==> config.mk <==
export PLATFORM = sky130hd
export DESIGN_NAME = mem_stage
export DESIGN_NICKNAME = d
export VERILOG_FILES = /design/src/rtl/mem_stage_pkg.sv /design/src/rtl/mem_stage.sv
export SDC_FILE = /design/constraint.sdc
export NUM_CORES = 1
export LEC_CHECK = 0
export CAP_MARGIN = 40
export CORE_MARGIN = 2
export CORE_UTILIZATION = 50
export DETAILED_ROUTE_END_ITERATION = 16
export DONT_BUFFER_PORTS = 1
export GPL_TIMING_DRIVEN = 0
export PLACE_DENSITY = 0.65
export SLEW_MARGIN = 15
export SYNTH_ARGS = -nofsm -noshare
export SYNTH_HDL_FRONTEND = slang
export SYNTH_SLANG_ARGS = --single-unit
==> constraint.sdc <==
create_clock -name clk -period 1.6 [get_ports clk]
set_input_delay 0.32 -clock clk [delete_from_list [all_inputs] [get_ports clk]]
set_output_delay 0.32 -clock clk [all_outputs]
set_load 0.03 [all_outputs]
==> src/rtl/mem_stage_pkg.sv <==
// rtl/mem_stage_pkg.sv - shared encodings and bus widths for the memory stage
package mem_stage_pkg;

    localparam int WORD_W      = 32;
    localparam int REG_ADDR_W  = 5;
    localparam int INST_ADDR_W = 16;

    // Writeback source select carried in the EX bundle
    localparam logic [1:0] WB_FROM_ALU = 2'd0;
    localparam logic [1:0] WB_FROM_MEM = 2'd1;
    localparam logic [1:0] WB_FROM_PC  = 2'd2;

    typedef enum logic {
        ST_IDLE = 1'b0,
        ST_BUSY = 1'b1
    } state_e;

endpackage

==> src/rtl/mem_stage.sv <==
// rtl/mem_stage.sv - EX result capture, data-memory handshake and writeback register
module mem_stage
    import mem_stage_pkg::*;
#(
    parameter int MAX_WAIT = 15
) (
    input  logic                    clk,
    input  logic                    rst,
    input  logic                    inst_valid_i,
    input  logic                    mem_wen_i,
    input  logic [WORD_W-1:0]       mem_wdata_i,
    input  logic                    reg_wen_i,
    input  logic [REG_ADDR_W-1:0]   reg_waddr_i,
    input  logic [WORD_W-1:0]       alu_result_i,
    input  logic [1:0]              wb_sel_i,
    input  logic [INST_ADDR_W-1:0]  pc4_i,
    output logic                    stall_o,
    output logic                    dmem_req_o,
    output logic                    dmem_we_o,
    output logic [INST_ADDR_W-1:0]  dmem_addr_o,
    output logic [WORD_W-1:0]       dmem_wdata_o,
    input  logic                    dmem_ack_i,
    input  logic [WORD_W-1:0]       dmem_rdata_i,
    output logic                    wb_valid_o,
    output logic                    wb_reg_wen_o,
    output logic [REG_ADDR_W-1:0]   wb_reg_waddr_o,
    output logic [WORD_W-1:0]       wb_wdata_o,
    output logic [WORD_W-1:0]       data_forward_o,
    output logic                    err_o
);

    localparam int CNT_W = $clog2(MAX_WAIT + 1);
    localparam logic [CNT_W-1:0] WAIT_LIMIT = CNT_W'(MAX_WAIT);

    state_e                  state_q;
    logic [CNT_W-1:0]        wait_cnt_q;

    // Access captured at accept time; held stable for the whole request
    logic                    cap_we_q;
    logic [INST_ADDR_W-1:0]  cap_addr_q;
    logic [WORD_W-1:0]       cap_wdata_q;
    logic                    cap_reg_wen_q;
    logic [REG_ADDR_W-1:0]   cap_reg_waddr_q;

    logic                    wb_valid_q;
    logic                    wb_reg_wen_q;
    logic [REG_ADDR_W-1:0]   wb_reg_waddr_q;
    logic [WORD_W-1:0]       wb_wdata_q;
    logic                    err_q;

    logic                    is_mem_op;
    logic                    misaligned;
    logic [WORD_W-1:0]       alu_wb_data;

    // Classify the EX bundle and pick the non-memory writeback value
    always_comb begin
        is_mem_op   = mem_wen_i || (wb_sel_i == WB_FROM_MEM);
        misaligned  = (alu_result_i[1:0] != 2'b00);
        alu_wb_data = (wb_sel_i == WB_FROM_PC) ? {16'b0, pc4_i} : alu_result_i;
    end

    // Access FSM together with the registered writeback bundle and sticky error
    always_ff @(posedge clk or negedge rst) begin
        if (!rst) begin
            state_q         <= ST_IDLE;
            wait_cnt_q      <= '0;
            cap_we_q        <= 1'b0;
            cap_addr_q      <= '0;
            cap_wdata_q     <= '0;
            cap_reg_wen_q   <= 1'b0;
            cap_reg_waddr_q <= '0;
            wb_valid_q      <= 1'b0;
            wb_reg_wen_q    <= 1'b0;
            wb_reg_waddr_q  <= '0;
            wb_wdata_q      <= '0;
            err_q           <= 1'b0;
        end else begin
            // Every path that does not produce a result leaves a bubble
            wb_valid_q     <= 1'b0;
            wb_reg_wen_q   <= 1'b0;
            wb_reg_waddr_q <= '0;
            wb_wdata_q     <= '0;
            case (state_q)
                ST_IDLE: begin
                    if (inst_valid_i) begin
                        if (is_mem_op) begin
                            if (misaligned) begin
                                err_q <= 1'b1;
                            end else begin
                                cap_we_q        <= mem_wen_i;
                                cap_addr_q      <= {alu_result_i[15:2], 2'b00};
                                cap_wdata_q     <= mem_wdata_i;
                                cap_reg_wen_q   <= reg_wen_i;
                                cap_reg_waddr_q <= reg_waddr_i;
                                wait_cnt_q      <= '0;
                                state_q         <= ST_BUSY;
                            end
                        end else begin
                            wb_valid_q     <= 1'b1;
                            wb_reg_wen_q   <= reg_wen_i;
                            wb_reg_waddr_q <= reg_waddr_i;
                            wb_wdata_q     <= alu_wb_data;
                        end
                    end
                end
                ST_BUSY: begin
                    if (dmem_ack_i) begin
                        state_q        <= ST_IDLE;
                        wb_valid_q     <= 1'b1;
                        wb_reg_waddr_q <= cap_reg_waddr_q;
                        // Stores retire without touching the register file
                        if (cap_we_q) begin
                            wb_reg_wen_q <= 1'b0;
                            wb_wdata_q   <= '0;
                        end else begin
                            wb_reg_wen_q <= cap_reg_wen_q;
                            wb_wdata_q   <= dmem_rdata_i;
                        end
                    end else if (wait_cnt_q == WAIT_LIMIT) begin
                        err_q   <= 1'b1;
                        state_q <= ST_IDLE;
                    end else begin
                        wait_cnt_q <= wait_cnt_q + 1'b1;
                    end
                end
                default: state_q <= ST_IDLE;
            endcase
        end
    end

    assign stall_o        = (state_q == ST_BUSY);
    assign dmem_req_o     = (state_q == ST_BUSY);
    assign dmem_we_o      = cap_we_q;
    assign dmem_addr_o    = cap_addr_q;
    assign dmem_wdata_o   = cap_wdata_q;
    assign wb_valid_o     = wb_valid_q;
    assign wb_reg_wen_o   = wb_reg_wen_q;
    assign wb_reg_waddr_o = wb_reg_waddr_q;
    assign wb_wdata_o     = wb_wdata_q;
    assign data_forward_o = wb_valid_q ? wb_wdata_q : '0;
    assign err_o          = err_q;

endmodule

After elaboration in Yosys (flattened, before gate mapping). Cells that the tools add are included.

Flip-flop bits (word level): 98. Input port bits: 125. Output and inout bits: 123. Logic and storage cells: 68.

$add $sub $neg: 1. Equality and inequality tests: 10. Muxes and demuxes: 38. Bitwise operators: 2. Reductions and logical operators: 5.

Operators by type and width (number): two-way mux 32 bit (6); one-hot mux 32 bit (2 select lines) (1); two-way mux 4 bit (5); two-way mux 1 bit (17); two-way mux 5 bit (3); inequality test 2 bit, second input constant (6); one-hot mux 5 bit (2 select lines) (1); AND reduction 5 bit (2); one-hot mux 1 bit (2 select lines) (4); one-hot mux 4 bit (2 select lines) (1); adder 4 x 1 -> 4 bit, second input constant (1); == test 4 bit, second input constant (1); AND reduction 4 bit (1); == test 2 x 1 -> 1 bit, second input constant (1); == test 2 bit, second input constant (1); inequality test 2 x 1 -> 1 bit, second input constant (1); NOT 1 bit (2); nonzero test 2 bit (1); logical OR 1 bit (1).

Depth between registers and ports, before layout.
Depth in word-level cells: 5. Depth in mapped cells: 6. Gate-level depth less buffers: 5.

Least setup slack after synthesis. No wires, ideal clock.

Kind: flip-flop to flip-flop. Start: register state_q, in the netlist dmem_req_o. End: register cap_reg_waddr_q[0]. Setup time: 0.125 ns. Arrival time: 1.571 ns. Data required time: 1.475 ns. Path slack: -0.096 ns. Stages on the path, launching flop included: 6. Buffers on the path: 2. Period minus slack after synthesis: 1.696 ns. Cell sequence: dfrtp_1 -> nor4b_4 -> o21ai_2 -> buf_6 -> buf_6 -> mux2_4.

Longest elaborated chain between the ends: 2.

RTL lines: start, declared (RTL line mem_stage.sv:35) `state_e state_q;`; start signal, assigned (RTL line mem_stage.sv:65) `state_q <= ST_IDLE;`; start signal, assigned (RTL line mem_stage.sv:96) `state_q <= ST_BUSY;`; start signal, assigned (RTL line mem_stage.sv:108) `state_q <= ST_IDLE;`; NOT 1 bit (no source line); AND reduction 4 bit (no source line); end signal, assigned (RTL line mem_stage.sv:94) `cap_reg_waddr_q <= reg_waddr_i;`; end, declared (RTL line mem_stage.sv:43) `logic [REG_ADDR_W-1:0] cap_reg_waddr_q;`.

Every way passes these cells. A chain may end at the register's enable or synchronous reset.

Worst setup path after layout.
Start: register state_q, in the netlist dmem_req_o. End: register cap_addr_q[14], in the netlist dmem_addr_o[14].

Longest elaborated chain between the ends: 2.

RTL lines: NOT 1 bit (no source line); AND reduction 4 bit (no source line); end signal, assigned (RTL line mem_stage.sv:91) `cap_addr_q <= {alu_result_i[15:2], 2'b00};`; end, declared (RTL line mem_stage.sv:40) `logic [INST_ADDR_W-1:0] cap_addr_q;`.

Every way passes these cells.

==> flow_summary.yaml <==
routing:
  routed_via_density: 5.751
  vias: 2536
  drt_iter0_drc: 72
  wl_per_cell_um: 23.34
  drc: 0
  wirelength_mm: 10.30
  ant_nets: 0
  firstDrtPassIters: 4
power_and_ir_drop:
  comb_power_share: 0.120
  p_per_area_nw_per_um2: 1312
  p_sw_mw: 2.087
  ir_drop_v: 0.0006969
  sequentialPowerShare: 0.603
  clock_power_share: 0.277
  internal-power_mw: 4.262
  leakage_nw: 2.283
  switching_share: 0.3287
die:
  placementRows: 33
  die_area_um2: 9155
  fp.dieW_um: 95.68
  die_y_um: 95.68
  fp.coreArea_um2: 8175
  start_util: 0.5141
  ios: 248
synthesis:
  syn_inst: 310
  synth_top_family_by_area: "multiplexers"
  synth-simple-area-share: 0.1069
  synthXorXnorAreaFrac: 0
  synth.distinct_cells: 29
  synthMuxAreaShare: 0.1998
  yosys.area_share.adder: 0.002977
  synth_area_um2: 4203
  avgSynthCellArea_um2: 13.56
  ys_seq_elements: 98
  synth_warnings: 0
  yosysSeqAreaShare: 0.5835
  synth_compound_area_frac: 0.07443
clocking:
  htree_levels: 3
  cts_root_buf: "clkbuf_8"
  cts_sinks: 98
  cts.clk_slew.worst_paths_ps: 100
  numCtsBuffers: 9
  worstSkewPairLatency_ps: 360
  ctsLongestPathBuffers: 2
  cts_tree: "done"
grt:
  antenna_found_initial: 0
  grt_pass1_wl_mm: 14.44
  grt_overflow: 0
  globalRouteTotalUtil: 0.2177
  grt_max_degree: 99
  grt_pass1_vias: 2664
worst_setup_path:
  crit_chain: "nor4b_4 -> o21ai_2 -> buf_6 -> buf_8 -> mux2_4"
  rrSetupSlack_ps: -80
  cp.arrival_ps: 1910
  required_ps: 1840
  end_kind: "flip-flop"
  slowest_stage: "dfrtp_2"
  cp_num_buf_inv: 2
  crit_fanout: 10
  r2r-start: "dmem_req_o"
  path_delay_family: "flip-flops"
  worstSetupPathType: "reg2reg"
  max_stage_delay_ps: 530
  start_kind: "flip-flop"
  critPathLaunch: "dmem_req_o"
timing:
  rsz0062_at_grt: "yes"
  tns_ps: -2180
  maxSlewViolCount: 0
  whs_ps: -353.3
  setup_viol: 61
  post-route-period-util: 1.048
  min_period_ps: 1677
  max_freq_mhz: 596.2
  skew_ps: 13.32
  setup_ws_ps: -77.42
  report.final.hold_viol_count: 98
finish:
  fin_util: 0.5918
  fin_area_um2: 4838
  area_delta_synth_final_pct: 15.12
  diodes: 0
  finalNetCount: 457
  drive_above_1_share: 0.4286
hold_path:
  hp-class: "in2async"
placed_design:
  placed_area_um2: 4339
  dpl.hpwl_mm: 7.541
  portBuffers: 0
  gp_congestion: 0.7689
  place_ws_ps: -346.2
outcome:
  violations: "hold timing, setup timing"
  status: "finished, violations left"
flow_run:
  cap_violations: 0
-- final cells by class --
type                            instances  area [um2]
Multi-Input combinational cell        193        1747
Timing Repair Buffer                    9       82.58
Sequential cell                        98        2459
Tap cell                              105       131.4
Buffer                                 20       198.9
Clock inverter                          4       75.07
Fill cell                             679        3337
Clock buffer                           12       145.1
-- metrics by stage --
| step | power (mW) | cells |
|---|---|---|
| 6_report | 6.349 | 441 |
| 5_1_grt | 6.578 | 441 |
| 4_1_cts | 6.375 | 440 |
| 3_5_place_dp | 4.552 | 416 |
| 3_3_place_gp | 4.519 | 416 |
| 2_1_floorplan | 4.364 | 311 |
-- synth_stat cells --
| master | number | area (um2) |
|---|---|---|
| a21oi_1 | 1 | 5.000 |
| a22o_1 | 23 | 201.4 |
| a31oi_1 | 2 | 12.51 |
| and2_1 | 33 | 206.5 |
| and2b_1 | 1 | 7.510 |
| buf_2 | 6 | 30.03 |
| buf_4 | 3 | 22.52 |
| buf_6 | 5 | 56.30 |
| clkbuf_1 | 5 | 18.77 |
| clkbuf_2 | 1 | 5.000 |
| conb_1 | 1 | 3.750 |
| dfrtp_1 | 98 | 2452 |
| ha_1 | 1 | 12.51 |
| mux2_2 | 27 | 304.0 |
| mux2_4 | 25 | 375.4 |
| mux2i_1 | 16 | 160.2 |
| nand2_1 | 22 | 82.58 |
| nand2b_1 | 3 | 18.77 |
| nand2b_2 | 1 | 8.760 |
| nand3_1 | 5 | 25.02 |
| nor2_1 | 4 | 15.01 |
| nor2b_1 | 2 | 12.51 |
| nor3_1 | 3 | 15.01 |
| nor4_4 | 1 | 21.27 |
| nor4b_4 | 1 | 23.77 |
| o21ai_0 | 16 | 80.08 |
| o21ai_1 | 1 | 5.000 |
| o21ai_2 | 1 | 8.760 |
| or3_1 | 2 | 12.51 |
-- layout by cell type (no fill, tap or decap), types with 2 or more instances in the layout --
master | netlist | final
clkinvlp_4 | 0 | 2
clkbuf_8 | 0 | 10
o21ai_0 | 16 | 6
and2_2 | 0 | 2
nand2b_1 | 3 | 3
nand3_1 | 5 | 5
o21ai_1 | 1 | 5
mux2_4 | 25 | 25
buf_8 | 0 | 9
conb_1 | 1 | 2
a31oi_1 | 2 | 2
a22o_1 | 23 | 23
buf_6 | 5 | 3
buf_2 | 6 | 5
bufinv_16 | 0 | 2
o21ai_2 | 1 | 7
mux2_2 | 27 | 27
and2_4 | 0 | 30
mux2i_1 | 16 | 16
dfrtp_1 | 98 | 95
nor2_1 | 4 | 3
buf_4 | 3 | 10
nor2b_1 | 2 | 2
clkbuf_1 | 5 | 2
nand2_1 | 22 | 21
dfrtp_2 | 0 | 2
nor3_1 | 3 | 2
-- power groups by stage --
stage	Clock (mW)	Sequential (mW)	Combinational (mW)
2_1_floorplan	0	3.76	0.602
3_3_place_gp	0	3.86	0.663
3_5_place_dp	0	3.86	0.689
4_1_cts	1.80	3.83	0.747
5_1_grt	1.87	3.88	0.828
6_report	1.76	3.83	0.762
-- state kept, by name (all words and copies together), names as in the netlist, 4 cells and up --
signal,flops
wait_cnt_q,4
cap_reg_waddr_q,5
dmem_wdata_o,32
dmem_addr_o,14
wb_reg_waddr_o,5
wb_wdata_o,32
-- routing by layer --
layer  vias to the layer above  wire [um]  GRT usage  share of wire
met1                      1264       3919     0.2560           0.38
met2                       137       5266     0.3700           0.51
li1                       1117          -          -              -
met3                        18        879    0.06719          0.085
met4                         0        229    0.08929          0.022
met5                         -          0          0              0
-- worst paths after layout --
path,to,cells past startpoint
min in group clk,wb_wdata_o[13],2
worst max register to register,dmem_addr_o[14],5
worst min register to register,wb_reg_wen_o,1
worst min-delay path,dmem_addr_o[10],0
worst max-delay path,dmem_addr_o[14],5
max in group asynchronous,wb_valid_o,0
-- cell families (layout without fill, tap and decap cells) --
group / after synthesis / in the layout
AOI/OAI and AO/OA: 44 / 44
adders and majority gates: 1 / 1
buffers and inverters: 20 / 45
DFF: 98 / 98
muxes: 68 / 68
other: 1 / 2
and+or+nand+nor: 78 / 78
-- timing repair --
| action | CTS | global route |
|---|---|---|
| pin swaps | 1 | 1 |
| buffers inserted | 6 | 1 |
| endpoints found under the setup margin | 93 | 113 |
| cloned | 2 | 0 |
| gates resized for setup | 87 | 28 |
| hold endpoints to repair | 98 | 98 |
Note: power is estimated with default switching activity, not from simulation.
